===== config.mk =====
export PLATFORM = sky130hd
export DESIGN_NAME = run_sequencer
export DESIGN_NICKNAME = d
export VERILOG_FILES = /design/src/rtl/run_seq_pkg.sv /design/src/rtl/dmem_port_mux.sv /design/src/rtl/run_sequencer.sv
export SDC_FILE = /design/constraint.sdc
export NUM_CORES = 1
export LEC_CHECK = 0
export CAP_MARGIN = 5
export CORE_UTILIZATION = 38
export CTS_CLUSTER_SIZE = 28
export DETAILED_ROUTE_END_ITERATION = 10
export HOLD_SLACK_MARGIN = 0.05
export PLACE_DENSITY_LB_ADDON = 0.12
export SYNTH_ARGS = -nofsm -noshare
export SYNTH_HDL_FRONTEND = slang
export SYNTH_SLANG_ARGS = --single-unit
export TNS_END_PERCENT = 50

===== constraint.sdc =====
create_clock -name clk -period 3.6 [get_ports clk]
set_clock_uncertainty 0.2 [all_clocks]
set_input_delay 1.08 -clock clk [delete_from_list [all_inputs] [get_ports clk]]
set_output_delay 1.08 -clock clk [all_outputs]
set_load 0.02 [all_outputs]

===== src/rtl/run_seq_pkg.sv =====
// Shared types and defaults for the run sequencer and its DMem port mux.
// The state encoding is 2 bits; the host owns the DMem port in IDLE and DONE.
package run_seq_pkg;

  typedef enum logic [1:0] {
    IDLE = 2'd0,
    ARM  = 2'd1,
    RUN  = 2'd2,
    DONE = 2'd3
  } state_t;

  localparam int DONE_PC_DEFAULT    = 200;
  localparam int MAX_CYCLES_DEFAULT = 4096;
  localparam int CNT_W              = 16;

  function automatic logic is_host_side(input state_t s);
    return (s == IDLE) || (s == DONE);
  endfunction

endpackage


===== src/rtl/dmem_port_mux.sv =====
// Single DMem port arbitration between the core and the host port, plus the
// registered host read-data path.
module dmem_port_mux
  import run_seq_pkg::*;
#(
  parameter int AW = 8,
  parameter int DW = 8
) (
  input  logic          clk,
  input  logic          reset,
  input  logic [1:0]    state,
  input  logic          core_en,
  input  logic          start,
  input  logic          abort,
  input  logic          core_wen,
  input  logic [AW-1:0] core_addr,
  input  logic [DW-1:0] core_wdat,
  input  logic          host_req,
  input  logic          host_we,
  input  logic [AW-1:0] host_addr,
  input  logic [DW-1:0] host_wdat,
  output logic          host_gnt,
  output logic          host_rvalid,
  output logic [DW-1:0] host_rdat,
  output logic          mem_wen,
  output logic [AW-1:0] mem_addr,
  output logic [DW-1:0] mem_wdat,
  input  logic [DW-1:0] mem_rdat
);

  logic host_side;
  logic gnt;
  logic rd_gnt;

  // A start or abort in the same cycle takes priority; the host simply retries.
  always_comb begin
    host_side = is_host_side(state_t'(state));
    gnt       = host_side & host_req & ~start & ~abort;
    rd_gnt    = gnt & ~host_we;
    if (host_side) begin
      mem_wen  = gnt & host_we;
      mem_addr = host_addr;
      mem_wdat = host_wdat;
    end else begin
      mem_wen  = core_wen & core_en;
      mem_addr = core_addr;
      mem_wdat = core_wdat;
    end
  end

  assign host_gnt = gnt;

  always_ff @(posedge clk or negedge reset) begin
    if (!reset) begin
      host_rvalid <= 1'b0;
      host_rdat   <= '0;
    end else begin
      host_rvalid <= rd_gnt & ~abort;
      if (rd_gnt) begin
        host_rdat <= mem_rdat;
      end
    end
  end

endmodule


===== src/rtl/run_sequencer.sv =====
// Run controller for the 9-bit core: owns core reset/enable, sequences
// load -> run -> done with a PC-limit finish and a cycle watchdog.
module run_sequencer
  import run_seq_pkg::*;
#(
  parameter int PC_W       = 12,
  parameter int AW         = 8,
  parameter int DW         = 8,
  parameter int DONE_PC    = DONE_PC_DEFAULT,
  parameter int MAX_CYCLES = MAX_CYCLES_DEFAULT
) (
  input  logic             clk,
  input  logic             reset,
  input  logic             start,
  input  logic             abort,
  input  logic [PC_W-1:0]  pc,
  output logic             core_rst_n,
  output logic             core_en,
  input  logic             core_wen,
  input  logic [AW-1:0]    core_addr,
  input  logic [DW-1:0]    core_wdat,
  input  logic             host_req,
  input  logic             host_we,
  input  logic [AW-1:0]    host_addr,
  input  logic [DW-1:0]    host_wdat,
  output logic             host_gnt,
  output logic             host_rvalid,
  output logic [DW-1:0]    host_rdat,
  output logic             mem_wen,
  output logic [AW-1:0]    mem_addr,
  output logic [DW-1:0]    mem_wdat,
  input  logic [DW-1:0]    mem_rdat,
  output logic             busy,
  output logic             done,
  output logic             timeout,
  output logic [CNT_W-1:0] cycle_cnt
);

  localparam logic [PC_W-1:0]  PC_LIMIT = PC_W'(DONE_PC);
  localparam logic [CNT_W-1:0] WD_LAST  = CNT_W'(MAX_CYCLES - 1);

  function automatic logic [CNT_W-1:0] sat_inc(input logic [CNT_W-1:0] v);
    return (v == '1) ? v : v + 1'b1;
  endfunction

  state_t           state;
  state_t           state_nx;
  logic             pc_past_end;
  logic             wd_hit;
  logic             core_rst_n_nx;
  logic             core_en_nx;
  logic             busy_nx;
  logic             done_nx;
  logic             timeout_nx;
  logic [CNT_W-1:0] cycle_cnt_nx;

  always_comb begin
    pc_past_end  = (pc > PC_LIMIT);
    wd_hit       = (cycle_cnt == WD_LAST);
    state_nx     = state;
    timeout_nx   = timeout;
    cycle_cnt_nx = cycle_cnt;

    case (state)
      IDLE: if (start) state_nx = ARM;
      ARM:  state_nx = RUN;
      RUN: begin
        cycle_cnt_nx = sat_inc(cycle_cnt);
        // PC completion is judged first so a same-cycle watchdog hit is not a timeout.
        if (pc_past_end) begin
          state_nx = DONE;
        end else if (wd_hit) begin
          state_nx   = DONE;
          timeout_nx = 1'b1;
        end
      end
      DONE: if (start) state_nx = ARM;
      default: state_nx = IDLE;
    endcase

    if (abort) begin
      state_nx   = IDLE;
      timeout_nx = 1'b0;
    end

    // Entering ARM wipes the previous run's statistics so they read clear during ARM.
    if (state_nx == ARM) begin
      cycle_cnt_nx = '0;
      timeout_nx   = 1'b0;
    end

    core_rst_n_nx = (state_nx == RUN) || (state_nx == DONE);
    core_en_nx    = (state_nx == RUN);
    busy_nx       = (state_nx == ARM) || (state_nx == RUN);
    done_nx       = (state_nx == DONE);
  end

  always_ff @(posedge clk or negedge reset) begin
    if (!reset) begin
      state      <= IDLE;
      core_rst_n <= 1'b0;
      core_en    <= 1'b0;
      busy       <= 1'b0;
      done       <= 1'b0;
      timeout    <= 1'b0;
      cycle_cnt  <= '0;
    end else begin
      state      <= state_nx;
      core_rst_n <= core_rst_n_nx;
      core_en    <= core_en_nx;
      busy       <= busy_nx;
      done       <= done_nx;
      timeout    <= timeout_nx;
      cycle_cnt  <= cycle_cnt_nx;
    end
  end

  dmem_port_mux #(
    .AW(AW),
    .DW(DW)
  ) u_mux (
    .clk        (clk),
    .reset      (reset),
    .state      (state),
    .core_en    (core_en),
    .start      (start),
    .abort      (abort),
    .core_wen   (core_wen),
    .core_addr  (core_addr),
    .core_wdat  (core_wdat),
    .host_req   (host_req),
    .host_we    (host_we),
    .host_addr  (host_addr),
    .host_wdat  (host_wdat),
    .host_gnt   (host_gnt),
    .host_rvalid(host_rvalid),
    .host_rdat  (host_rdat),
    .mem_wen    (mem_wen),
    .mem_addr   (mem_addr),
    .mem_wdat   (mem_wdat),
    .mem_rdat   (mem_rdat)
  );

endmodule

# Word-level counts from Yosys, hierarchy flattened
# Index checks and enable logic that the tools add are counted.
# classes
addsub	1
reduce_logical	10
order_cmp	1
muxes	16
n_bitwise	10
eq_ne	10
# ops
operator	n
2-to-1 mux 16 bit	3
adder 16 x 1 -> 16 bit (second input constant)	1
equality test 16 x 12 -> 1 bit (second input constant)	1
equality test 16 bit (second input constant)	1
2-to-1 mux 8 bit	2
greater-than comparator 12 x 8 -> 1 bit (second input constant)	1
equality test 2 bit (second input constant)	4
2-to-1 mux 2 bit	4
bitwise AND 1 bit	7
2-to-1 mux 1 bit	6
one-hot mux 2 bit (3 select lines)	1
nonzero test 3 bit	2
equality test 2 x 1 -> 1 bit (second input constant)	2
logical OR 1 bit	3
inequality test 3 x 2 -> 1 bit (second input constant)	1
NOT 1 bit	3
AND reduction 3 bit	1
logical NOT 2 bit	1
inequality test 2 x 1 -> 1 bit (second input constant)	1
AND reduction 2 bit	1
nonzero test 2 bit	1
OR reduction 2 bit	1
# word_totals
inputBits	59
ff_bits	32
wordCells	57
output_inout_bits	48

# Longest topological paths before layout
# depth
ltp_word	8
ltp_mapped	10
ltp_nobuf	9

# Modules after synthesis
# A second synthesis with hierarchy kept.
# hier_totals
cells_unflattened	173
hier_area_um2	1876.8
# modules_own_cells
module	area_each_um2	cells_each	n_inst
run_sequencer	1286.2	132	1
dmem_port_mux	590.6	41	1

# Least setup slack after synthesis
# No wires, ideal clock.
# synth_path
path_type	input -> output
startpoint	input port start
endpoint	output port mem_wen
t_arrival_ns	1.785
slack_ns	0.535
path_stages	3
cell_sequence	and4bb_1 -> nand2_1 -> o21ai_0
# synth_via
elab_chain_cells	5
# synth_lines
item	line	source
from (decl)	run_sequencer.sv:14	input logic start,
NOT 1 bit	dmem_port_mux.sv:38	gnt = host_side & host_req & ~start & ~abort;
bitwise AND 1 bit (2 in a row)	dmem_port_mux.sv:38	
bitwise AND 1 bit	dmem_port_mux.sv:41	mem_wen = gnt & host_we;
2-to-1 mux 1 bit	dmem_port_mux.sv:40	if (host_side) begin
to (decl)	run_sequencer.sv:29	output logic mem_wen,
# Every way passes these cells.

# Worst setup path in the final report
# layout_path
startpoint	input port core_wdat[3]
endpoint	output port mem_wdat[3]
# layout_via
elab_chain_cells	1
# layout_lines
item	line	source
from (decl)	run_sequencer.sv:21	input logic [DW-1:0] core_wdat,
2-to-1 mux 8 bit	dmem_port_mux.sv:40	
to (decl)	run_sequencer.sv:31	output logic [DW-1:0] mem_wdat,
# Every way passes these cells.

==> flow_metrics.tcl <==
set metrics [dict create \
    numClockSinks 32 \
    grt_pass1_vias 1774 \
    max_slew_margin 0.670 \
    cts_max_level 2 \
    ys_ff_latch 32 \
    drt_iter0_drc 93 \
    criticalPathCategory "in2out" \
    area_growth_pct 69.5 \
    cp_slowest_cell "clkdlybuf4s50_1" \
    clockRootBuffer "clkbuf_8" \
    async_reset_ff_frac 1.00 \
    cts_made_buffers 5 \
    clkTransAtPathRegs_ns 0.06 \
    whs_ns 0.284 \
    slowest_delay_ns 0.54 \
    startpoint_type "input pin" \
    place.gp.congestion 0.757 \
    max_slew.worst_pin.slew_ns 0.490 \
    numPortBuffers 106 \
    dpl_cell_area_um2 3020 \
    diodes 0 \
    syn_avg_cell_area_um2 10.8 \
    wl_per_cell_um 13.9 \
    clk_latency_ns 0.28 \
    hold_start "u_mux.host_rdat[4]$_DFFE_PN0P_" \
    drive_above_1_share 0.149 \
    crit_chain "clkdlybuf4s50_1 -> mux2_2 -> clkdlybuf4s50_1" \
    nets 352 \
    endpoint_kind "primary output" \
    synthCells 171 \
    syn_nets 236 \
    cts_hold_buf 0 \
    dr.pass1.iters 4 \
    ys_types 42 \
    fin_area_um2 3120 \
    slew_violations 0 \
    cts_tree "done" \
    num-fill-cells 347 \
    cap_violations 0 \
    grt_antenna_before_repair 0 \
    min_period_over_period 0.991 \
    wirelength_mm 4.73 \
    core_area_um2 4500 \
    ioPinCount 107 \
    die_y_um 71.6 \
    critPathArrivalTime_ns 2.29 \
    cp_max_fo 1 \
    hold_path.class "reg2reg" \
    outcome "finished clean" \
    die_area_um2 5120 \
    grt_pass1_wl_mm 7.67 \
    p_total_mw 1.84 \
    die_x_um 71.6 \
    powerDensity_nw_per_um2 591 \
    via_count 1782 \
    place_hpwl_mm 3.77 \
    fin_util 0.692 \
    crit_family "buffers and inverters" \
    synth_edf_count 0 \
    critPathBufInv 2 \
    reg2reg_slack_ns 0.59 \
    fp-row-count 24 \
    fmax_mhz 280 \
    setup_violations 0 \
    irDropWorstVdd_mv 0.417 \
    crit_top_cell "clkdlybuf4s50_1" \
    drtAntennaViolNets 0 \
    vias_per_cell 5.24 \
    worstPathRequired_ns 2.32 \
    cts_max_path_buffers 2 \
    synth_warnings 0 \
    ff2ff_path_depth 9 \
    final-hold-violation-count 0 \
    r2r_end "cycle_cnt[14]$_DFFE_PN0P_" \
    track_usage 0.194 \
    grt_max_degree 33 \
    power_leakage_nw 1.33 \
    tns_ns 0 \
    drcViolationCount 0 \
    grt_overflow 0 \
    ys.flop_type "dfrtp_1" \
    initial_core_util 0.408 \
    ys_seq_area_frac 0.435 \
    hold_path_depth 1 \
    rsz0062_at_grt "false" \
    period_minus_slack_ns 3.57 \
    post_cts_buffers 0 \
    r2r_start "state[0]$_DFF_PN0_" \
    min_to "u_mux.host_rdat[4]$_DFFE_PN0P_" \
    cts_resized 2 \
    cp.depth 3 \
    netlist_area_um2 1840 \
]
==> through the flow <==
stage                     setup WS (ns)  std cells
final                            0.0311        340
after global routing          0.0000333        340
after CTS                        0.0213        340
after detailed placement         -0.241        332
after global placement           -0.220        332
after floorplan                   0.535        171
==> layer usage <==
metal,track usage,up-vias,wire (um)
met5,0,-,0
met4,0.0784,0,79
met3,0.0647,6,353
met2,0.338,72,2340
met1,0.221,837,1960
li1,-,867,-
==> worst reg2reg max path: stages (launching register included) <==
cell	delay (ns)
dfrtp_1	0.40
inv_1	0.09
ha_2	0.24
nand3_2	0.13
nor4_2	0.43
a21oi_1	0.14
a211oi_1	0.47
ha_1	0.42
nor2_1	0.08
mux2_1	0.30
==> how the worst max path moves through the flow <==
stage	slack [ns]	to	startpoint
final	0.03	mem_wdat[3]	core_wdat[3]
after global placement	-0.22	mem_wen	abort
after detailed placement	-0.24	mem_wen	abort
after global routing	0.00003	mem_addr[4]	host_addr[4]
after CTS	0.02	mem_wdat[3]	core_wdat[3]
after floorplan	0.54	mem_wen	start
==> cell type report <==
class | instances | area [um2] | area share
Clock inverter | 2 | 10.0 | 0.00321
Sequential cell | 32 | 801 | 0.257
Clock buffer | 6 | 82.6 | 0.0265
Inverter | 7 | 26.3 | 0.00843
Timing Repair Buffer | 114 | 1140 | 0.365
Multi-Input combinational cell | 127 | 993 | 0.319
Tap cell | 52 | 65.1 | 0.0209
==> report_power, final <==
group / internal [mW] / switching (mW) / leakage (nW)
Clock: 0.152 / 0.132 / 0.0510
Sequential: 0.441 / 0.0505 / 0.426
Combinational: 0.572 / 0.493 / 0.849
Total: 1.17 / 0.675 / 1.33
==> state kept, by name (all words and copies together), names as in the netlist <==
| register | cells |
|---|---|
| timeout | 1 |
| cycle_cnt | 16 |
| u_mux.host_rvalid | 1 |
| u_mux.host_rdat | 8 |
| state | 2 |
| core_en | 1 |
| done | 1 |
| busy | 1 |
| core_rst_n | 1 |
==> cell usage after synthesis (3+ instances only) <==
| cell type | n | area, um2 |
|---|---|---|
| nand2_1 | 5 | 18.8 |
| and3_1 | 3 | 18.8 |
| mux2_1 | 11 | 124 |
| ha_1 | 6 | 75.1 |
| nor2_1 | 11 | 41.3 |
| o31ai_1 | 4 | 30.0 |
| nand3_1 | 4 | 20.0 |
| mux2_2 | 16 | 180 |
| inv_1 | 7 | 26.3 |
| nor4_1 | 6 | 37.5 |
| nand3_2 | 3 | 30.0 |
| nor3_1 | 10 | 50.1 |
| or3_1 | 5 | 31.3 |
| a21oi_1 | 10 | 50.1 |
| nor2b_1 | 4 | 25.0 |
| dfrtp_1 | 32 | 801 |
==> logic make-up (layout without fill, tap and decap cells) <==
kind of cell | count (synthesis) | in the layout | share of synthesized area
muxes | 28 | 28 | 0.171
and+or+nand+nor | 65 | 65 | 0.218
AOI/OAI and AO/OA | 27 | 27 | 0.105
buffers and inverters | 12 | 129 | 0.0259
xor gates and xnor gates | 1 | 1 | 0.00476
adders and majority gates | 6 | 6 | 0.0408
DFF | 32 | 32 | 0.435
==> cell usage in the layout (no fill, tap or decap), types with 2 or more instances in the layout <==
| cell type | n |
|---|---|
| buf_4 | 7 |
| dlygate4sd2_1 | 2 |
| nand4_2 | 2 |
| and4bb_1 | 2 |
| o21ai_1 | 2 |
| mux2_2 | 16 |
| and3_1 | 3 |
| o21ai_0 | 2 |
| clkbuf_8 | 6 |
| dlymetal6s2s_1 | 3 |
| nand3_1 | 4 |
| nor4_1 | 6 |
| or3_1 | 5 |
| clkinv_2 | 2 |
| nor2b_1 | 4 |
| ha_1 | 5 |
| or4_1 | 2 |
| mux2_1 | 11 |
| dfrtp_1 | 32 |
| clkdlybuf4s50_1 | 101 |
| inv_1 | 7 |
| nand3_2 | 3 |
| nor3_1 | 10 |
| o31ai_1 | 4 |
| a21oi_1 | 10 |
| nand4_1 | 2 |
| nand2_1 | 5 |
| nor2_1 | 11 |
No activity file was read; power rests on OpenSTA's default activity.
